==> config.mk <==
export PLATFORM = sky130hd
export DESIGN_NAME = flt2int_seq
export DESIGN_NICKNAME = d
export VERILOG_FILES = /design/src/rtl/flt2int_seq.sv
export SDC_FILE = /design/constraint.sdc
export NUM_CORES = 1
export LEC_CHECK = 0
export ABC_AREA = 1
export CORE_MARGIN = 3
export CORE_UTILIZATION = 46
export CTS_CLUSTER_DIAMETER = 100
export DETAILED_ROUTE_END_ITERATION = 10
export GPL_TIMING_DRIVEN = 1
export PLACE_DENSITY_LB_ADDON = 0.12
export RECOVER_POWER = 50
export SLEW_MARGIN = 20
export SYNTH_ARGS = -nofsm -noshare
export SYNTH_HDL_FRONTEND = slang
export SYNTH_SLANG_ARGS = --single-unit
==> constraint.sdc <==
create_clock -name clk -period 1.7 [get_ports clk]
set_input_delay 0.34 -clock clk [delete_from_list [all_inputs] [get_ports clk]]
set_output_delay 0.34 -clock clk [all_outputs]
set_load 0.02 [all_outputs]
==> src/rtl/flt2int_seq.sv <==
// Batch sequencer for the half-precision float-to-integer converter.
// Streams N floats from byte memory through the converter and writes the integer results back.
module flt2int_seq #(
    parameter logic [7:0] SRC_BASE = 8'd4,
    parameter logic [7:0] DST_BASE = 8'd64,
    parameter int         TIMEOUT  = 16
) (
    input  logic        clk,
    input  logic        reset,
    input  logic        start,
    input  logic [7:0]  n_ops,
    output logic        busy,
    output logic        done,
    output logic        err,
    output logic [15:0] cycles,
    output logic [7:0]  dm_addr,
    output logic        dm_rd_en,
    output logic        dm_wr_en,
    output logic [7:0]  dm_wdata,
    input  logic [7:0]  dm_rdata,
    output logic        cv_req,
    output logic [15:0] cv_flt,
    input  logic        cv_ack,
    input  logic [15:0] cv_int
);

    // state    | meaning
    // IDLE     | waiting for start
    // RD_HI    | read request for source high byte
    // RD_LO    | read request for low byte, capture high byte
    // CAP      | capture low byte, arm ack timer
    // WAIT_ACK | cv_req high, waiting for ack or timeout
    // WR_HI    | write result high byte
    // WR_LO    | write result low byte, advance operand
    // DONE     | one-cycle completion pulse
    typedef enum logic [2:0] {
        IDLE, RD_HI, RD_LO, CAP, WAIT_ACK, WR_HI, WR_LO, DONE
    } state_t;

    localparam int TW = $clog2(TIMEOUT + 1);

    state_t          state;
    logic [7:0]      n_reg;
    logic [7:0]      idx;
    logic [TW-1:0]   timer;
    logic [15:0]     result;
    logic [7:0]      idx_x2;

    assign idx_x2 = {idx[6:0], 1'b0};
    assign busy   = (state != IDLE) && (state != DONE);
    assign done   = (state == DONE);
    assign cv_req = (state == WAIT_ACK);

    always_ff @(posedge clk) begin
        if (reset) begin
            state    <= IDLE;
            n_reg    <= 8'd0;
            idx      <= 8'd0;
            timer    <= '0;
            result   <= 16'd0;
            err      <= 1'b0;
            cycles   <= 16'd0;
            dm_addr  <= 8'd0;
            dm_rd_en <= 1'b0;
            dm_wr_en <= 1'b0;
            dm_wdata <= 8'd0;
            cv_flt   <= 16'd0;
        end else begin
            if (busy && cycles != 16'hFFFF)
                cycles <= cycles + 16'd1;

            case (state)
                IDLE: begin
                    if (start) begin
                        n_reg  <= n_ops;
                        err    <= 1'b0;
                        cycles <= 16'd0;
                        idx    <= 8'd0;
                        if (n_ops == 8'd0) begin
                            state <= DONE;
                        end else begin
                            state    <= RD_HI;
                            dm_addr  <= SRC_BASE;
                            dm_rd_en <= 1'b1;
                        end
                    end
                end
                RD_HI: begin
                    state   <= RD_LO;
                    dm_addr <= SRC_BASE + idx_x2 + 8'd1;
                end
                RD_LO: begin
                    state        <= CAP;
                    cv_flt[15:8] <= dm_rdata;
                    dm_rd_en     <= 1'b0;
                end
                CAP: begin
                    state       <= WAIT_ACK;
                    cv_flt[7:0] <= dm_rdata;
                    timer       <= TW'(TIMEOUT - 1);
                end
                WAIT_ACK: begin
                    // ack takes priority over an expiring timer
                    if (cv_ack || timer == '0) begin
                        state    <= WR_HI;
                        dm_addr  <= DST_BASE + idx_x2;
                        dm_wr_en <= 1'b1;
                        if (cv_ack) begin
                            result   <= cv_int;
                            dm_wdata <= cv_int[15:8];
                        end else begin
                            result   <= 16'h8000;
                            dm_wdata <= 8'h80;
                            err      <= 1'b1;
                        end
                    end else begin
                        timer <= timer - TW'(1);
                    end
                end
                WR_HI: begin
                    state    <= WR_LO;
                    dm_addr  <= DST_BASE + idx_x2 + 8'd1;
                    dm_wdata <= result[7:0];
                end
                WR_LO: begin
                    dm_wr_en <= 1'b0;
                    if (idx == n_reg - 8'd1) begin
                        state <= DONE;
                    end else begin
                        state    <= RD_HI;
                        idx      <= idx + 8'd1;
                        dm_addr  <= SRC_BASE + idx_x2 + 8'd2;
                        dm_rd_en <= 1'b1;
                    end
                end
                DONE: begin
                    state <= IDLE;
                end
                default: begin
                    state <= IDLE;
                end
            endcase
        end
    end

endmodule
# ---- Word-level counts from Yosys, hierarchy flattened
# Index checks and enable logic that the tools add are counted.
# Widths: inputs -> output; s select.
dict set report word_totals {
  regBits 83
  inputBits 36
  output_inout_bits 54
}
dict set report classes {
  addsub 9
  n_eq_ne 16
  n_mux 32
  reduce_logical 24
}
# operator n
set op_table {}
lappend op_table {{$mux 8} 9}
lappend op_table {{$mux 16} 3}
lappend op_table {{$pmux 8 s5} 1}
lappend op_table {{$pmux 8 s2} 2}
lappend op_table {{$add 8x1->8 const B} 3}
lappend op_table {{$pmux 3 s8} 1}
lappend op_table {{$add 16x1->16 const B} 1}
lappend op_table {{$ne 16x16->1 const B} 1}
lappend op_table {{$eq 3x3->1 const B} 4}
lappend op_table {{$mux 3} 4}
lappend op_table {{$reduce_and 2->1} 6}
lappend op_table {{$ne 2x2->1 const B} 5}
lappend op_table {{$pmux 5 s2} 1}
lappend op_table {{$reduce_bool 2->1} 5}
lappend op_table {{$add 3x8->8 const A} 1}
lappend op_table {{$add 7x8->8 const A} 1}
lappend op_table {{$add 8x2->8 const B} 1}
lappend op_table {{$eq 8x8->1} 1}
lappend op_table {{$logic_not 8->1} 1}
lappend op_table {{$reduce_and 4->1} 2}
lappend op_table {{$sub 8x1->8 const B} 1}
lappend op_table {{$mux 1} 7}
lappend op_table {{$eq 3x2->1 const B} 2}
lappend op_table {{$reduce_bool 3->1} 2}
lappend op_table {{14 further kinds} 16}

# ---- Longest topological paths before layout
dict set report logic_depth {
  ltp_word 6
  mapped_depth 16
  depth_no_buf 16
}

# ---- Worst setup path after synthesis
# No wires, ideal clock.
dict set report synth_timing {
  kind {register to register}
  from {register n_reg[0]}
  to {register idx[0]}
  setup_ns 0.117
  arrival_time_ns 1.695
  required_time_ns 1.583
  setup_slack_ns -0.112
  stages_incl_launch_ff 17
  n_path_buf 0
  path_cell_list {dfxtp_1 inv_1 ha_1 nand2_1 inv_1 nor2_1 nand2_1 nor2_1 nand3_1 nor2_2 nand3_1 nand2_1 nand2_2 nand2_4 nand2_1 nand2_1 nor2_1}
}
dict set report synth_between {
  elab_chain_len 4
}
# item line
set synth_lines {}
lappend synth_lines {{start, declared} 43} ;# logic [7:0] n_reg;
lappend synth_lines {{start signal, assigned} 75} ;# n_reg <= n_ops;
lappend synth_lines {{$sub 8x1->8} 127} ;# if (idx == n_reg - 8'd1) begin
lappend synth_lines {{$eq 8x8->1} 127}
lappend synth_lines {{$ne 2x2->1 (no source line)} -}
lappend synth_lines {{$reduce_and 3->1 (no source line)} -}
lappend synth_lines {{end signal, assigned} 131} ;# idx <= idx + 8'd1;
lappend synth_lines {{end, declared} 44} ;# logic [7:0] idx;
# Every way passes these cells.
# A chain may end at the register's enable or synchronous reset.

# ---- Final worst setup path
dict set report layout_timing {
  from {register n_reg[1]}
  to {register state[2]}
}
dict set report layout_between {
  elab_chain_len 4
}
# item line
set layout_lines {}
lappend layout_lines {{$sub 8x1->8} 127}
lappend layout_lines {{$eq 8x8->1} 127}
lappend layout_lines {{$mux 3} 127}
lappend layout_lines {{$pmux 3 s8} 72} ;# case (state)
lappend layout_lines {{end signal, assigned} 80} ;# state <= DONE;
lappend layout_lines {{end signal, assigned} 128} ;# state <= DONE;
lappend layout_lines {{end signal, assigned} 130} ;# state <= RD_HI;
lappend layout_lines {{end, declared} 42} ;# state_t state;
# Every way passes these cells.

==> results.ini <==
[sta]
worst_hold_slack_ns = 0.467
fin_crit_ns = 1.92
max_slew_margin = 0.744
rsz0062_at_grt = yes
max_freq_ghz = 0.522
setup_viol = 28
slew_violations = 0
fin_crit_sh = 1.13
tightest_slew_ns = 0.382
setup_ws_ns = -0.217
hold_viol = 0
skew_ns = 0.00777

[final_layout]
drive_above_1_share = 0.194
register_area_um2 = 1670
finalNetCount = 815
utilization = 0.679
fin_cells = 883
diodes = 0
final_cell_mix = nand2_1, nor2_1, dfxtp_1
syn2layout_area_growth_pct = 40.4
multiInputGateArea_um2 = 2400
top_regs = cv_flt (16), cycles (16)
final_common_cell = nand2_1
fillerInstances = 813

[global_route]
antenna_found_initial = 0
gr-usage-all-layers = 0.231
grt_pass1_wl_mm = 19.6
grt_max_degree = 30
grt_pass1_vias = 4357
grt_overflow = 0

[yosys]
synth_fp_nets = 657
yosys_warnings = 0
ys_ff_latch = 83
synth_top_area_frac = 0.386
ys_seq_area_frac = 0.386
synth.top_cells.by_area = dfxtp_1, nand2_1, nor2_1
synthCells = 612
yosysTopAreaCell = dfxtp_1
ys_types = 40
syn_area_um2 = 4300
syn_avg_cell_area_um2 = 7.03

[floorplan]
num_rows = 34
core_um2 = 8890
io_pins = 90
dieArea_um2 = 10600
die_y_um = 103
die_w_um = 103
start_util = 0.484

[job]
cap_violations = 0

[drt]
drt-initial-drc-count = 180
viasPerCell = 5.10
drtPass1Iterations = 5
ant_nets = 0
wirelength_mm = 11.9
drc = 0
wire_per_inst_um = 13.5
vias = 4502

[clock_tree]
clockBufferDepth = 2
numCtsBuffers = 9
clk_pin_slew_ns = 0.09
cts_max_level = 3
ctsHoldBuffers = 0
clk_latency_ns = 0.36
numClockSinks = 83
root_buffer = clkbuf_8
cts_tree = done

[setup_path]
critical-path-top-delay-family = simple AND/OR/NAND/NOR gates
startpoint_type = register
end_kind = register
cpPeakStageDelay_ns = 0.35
cp.buffers_inverters = 3
r2r_cells = 14
crit_chain = inv_2 > ha_4 > nor2_2 > nor2_4 > nand2_1 > nor2_1 > nand3_1 > nor2_2 > buf_4 > nand4_4 > buf_6 > nand4_1 > nand2_1 > a21oi_2
critical_path.slowest_cell = dfxtp_2
crit_cells = 14
path_class = reg2reg
path_max_fanout = 3
arrival_ns = 2.21
required_ns = 1.99

[run_status]
status = complete, but fails checks
violations = setup timing

[pwr]
internal_power_uw = 3530
p_leak_uw = 0.00263
pwr-share-comb = 0.305
p_seq_frac = 0.412
clkPwrFrac = 0.283
p_sw_frac = 0.341
p_switching_uw = 1830
ir_worst_vdd_uv = 499
powerDensity_nw_per_um2 = 887

[place]
numPortBuffers = 89
dp.cells = 862
gp_congestion = 0.875
hpwl_mm = 8.67

[hold_path]
hold_path.class = reg2reg
holdPathStages = 2

[what timing repair did]
action | CTS | global route
pin swaps | 6 | 6
gates resized for setup | 38 | 39
setup endpoints to repair | 44 | 49
cloned | 0 | 1
buffers inserted | 2 | 2
[routing by layer]
layer  part of all wire  up-vias  wire [um]  GRT usage
met3              0.052       15        623     0.0372
met5                  0        -          0          0
met2               0.48      122       5720      0.391
met4              0.018        0        211     0.0757
li1                   -     2294          -          -
met1               0.45     2071       5330      0.299
[metrics by stage]
stage               cell area, um^2  total power (uW)  setup slack [ns]  setup TNS (ns)
floorplan                      4320              3120          -0.00299        -0.00299
global placement               5790              3790            -0.172           -2.01
detailed placement             5790              3830            -0.218           -3.81
CTS                            6030              5340            -0.159           -2.33
global route                   6040              5640            -0.364           -9.11
finish                         6040              5360            -0.217           -3.10
[power groups by stage]
| stage | clock network, uW | registers (uW) | logic [uW] |
|---|---|---|---|
| 6_report | 1520 | 2210 | 1630 |
| 5_1_grt | 1610 | 2230 | 1800 |
| 2_1_floorplan | 0 | 2360 | 764 |
| 3_3_place_gp | 0 | 2240 | 1550 |
| 3_5_place_dp | 0 | 2250 | 1580 |
| 4_1_cts | 1530 | 2210 | 1600 |
[worst min-delay path: stages (launching register included)]
cell and delay, ns:
dfxtp_1 0.32, nand2_1 0.06, a21oi_1 0.05
[kinds of logic after synthesis]
| kind of cell | count (synthesis) | share of synthesized area |
|---|---|---|
| adder cells (fa/ha/maj) | 9 | 0.0262 |
| buffers and inverters | 89 | 0.0855 |
| XOR/XNOR | 24 | 0.0489 |
| flip-flops | 83 | 0.386 |
| AND/OR/NAND/NOR | 309 | 0.329 |
| AO/OA/AOI/OAI | 98 | 0.125 |
[cells in the mapped netlist, drive strengths merged]
cell,count
xnor2,10
nor3,8
inv,69
clkbuf,6
nand4,8
nor2,116
nand3,51
xor2,14
nor3b,1
o22ai,1
o221ai,1
o21a,1
ha,9
dfxtp,83
o21ai,39
clkinv,4
buf,10
o21bai,6
a21oi,36
nor4,3
o211ai,1
or2,1
nand2,121
a31oi,12
a211oi,1
[area by class of cell]
type,instances,share of cell area
Timing Repair Buffer,162,0.222
Clock buffer,10,0.0228
Tap cell,108,0.0224
Inverter,73,0.0474
Multi-Input combinational cell,441,0.397
Clock inverter,6,0.0116
Sequential cell,83,0.277
[path summary, 6_finish.rpt]
| check | startpoint | endpoint | slack (ns) |
|---|---|---|---|
| worst min-delay path | result[5] | result[5] | 0.47 |
| worst min register to register | result[5] | result[5] | 0.47 |
| worst max-delay path | n_reg[1] | state[2] | -0.22 |
| worst max register to register | n_reg[1] | state[2] | -0.22 |
No activity file was read; power rests on OpenSTA's default activity.
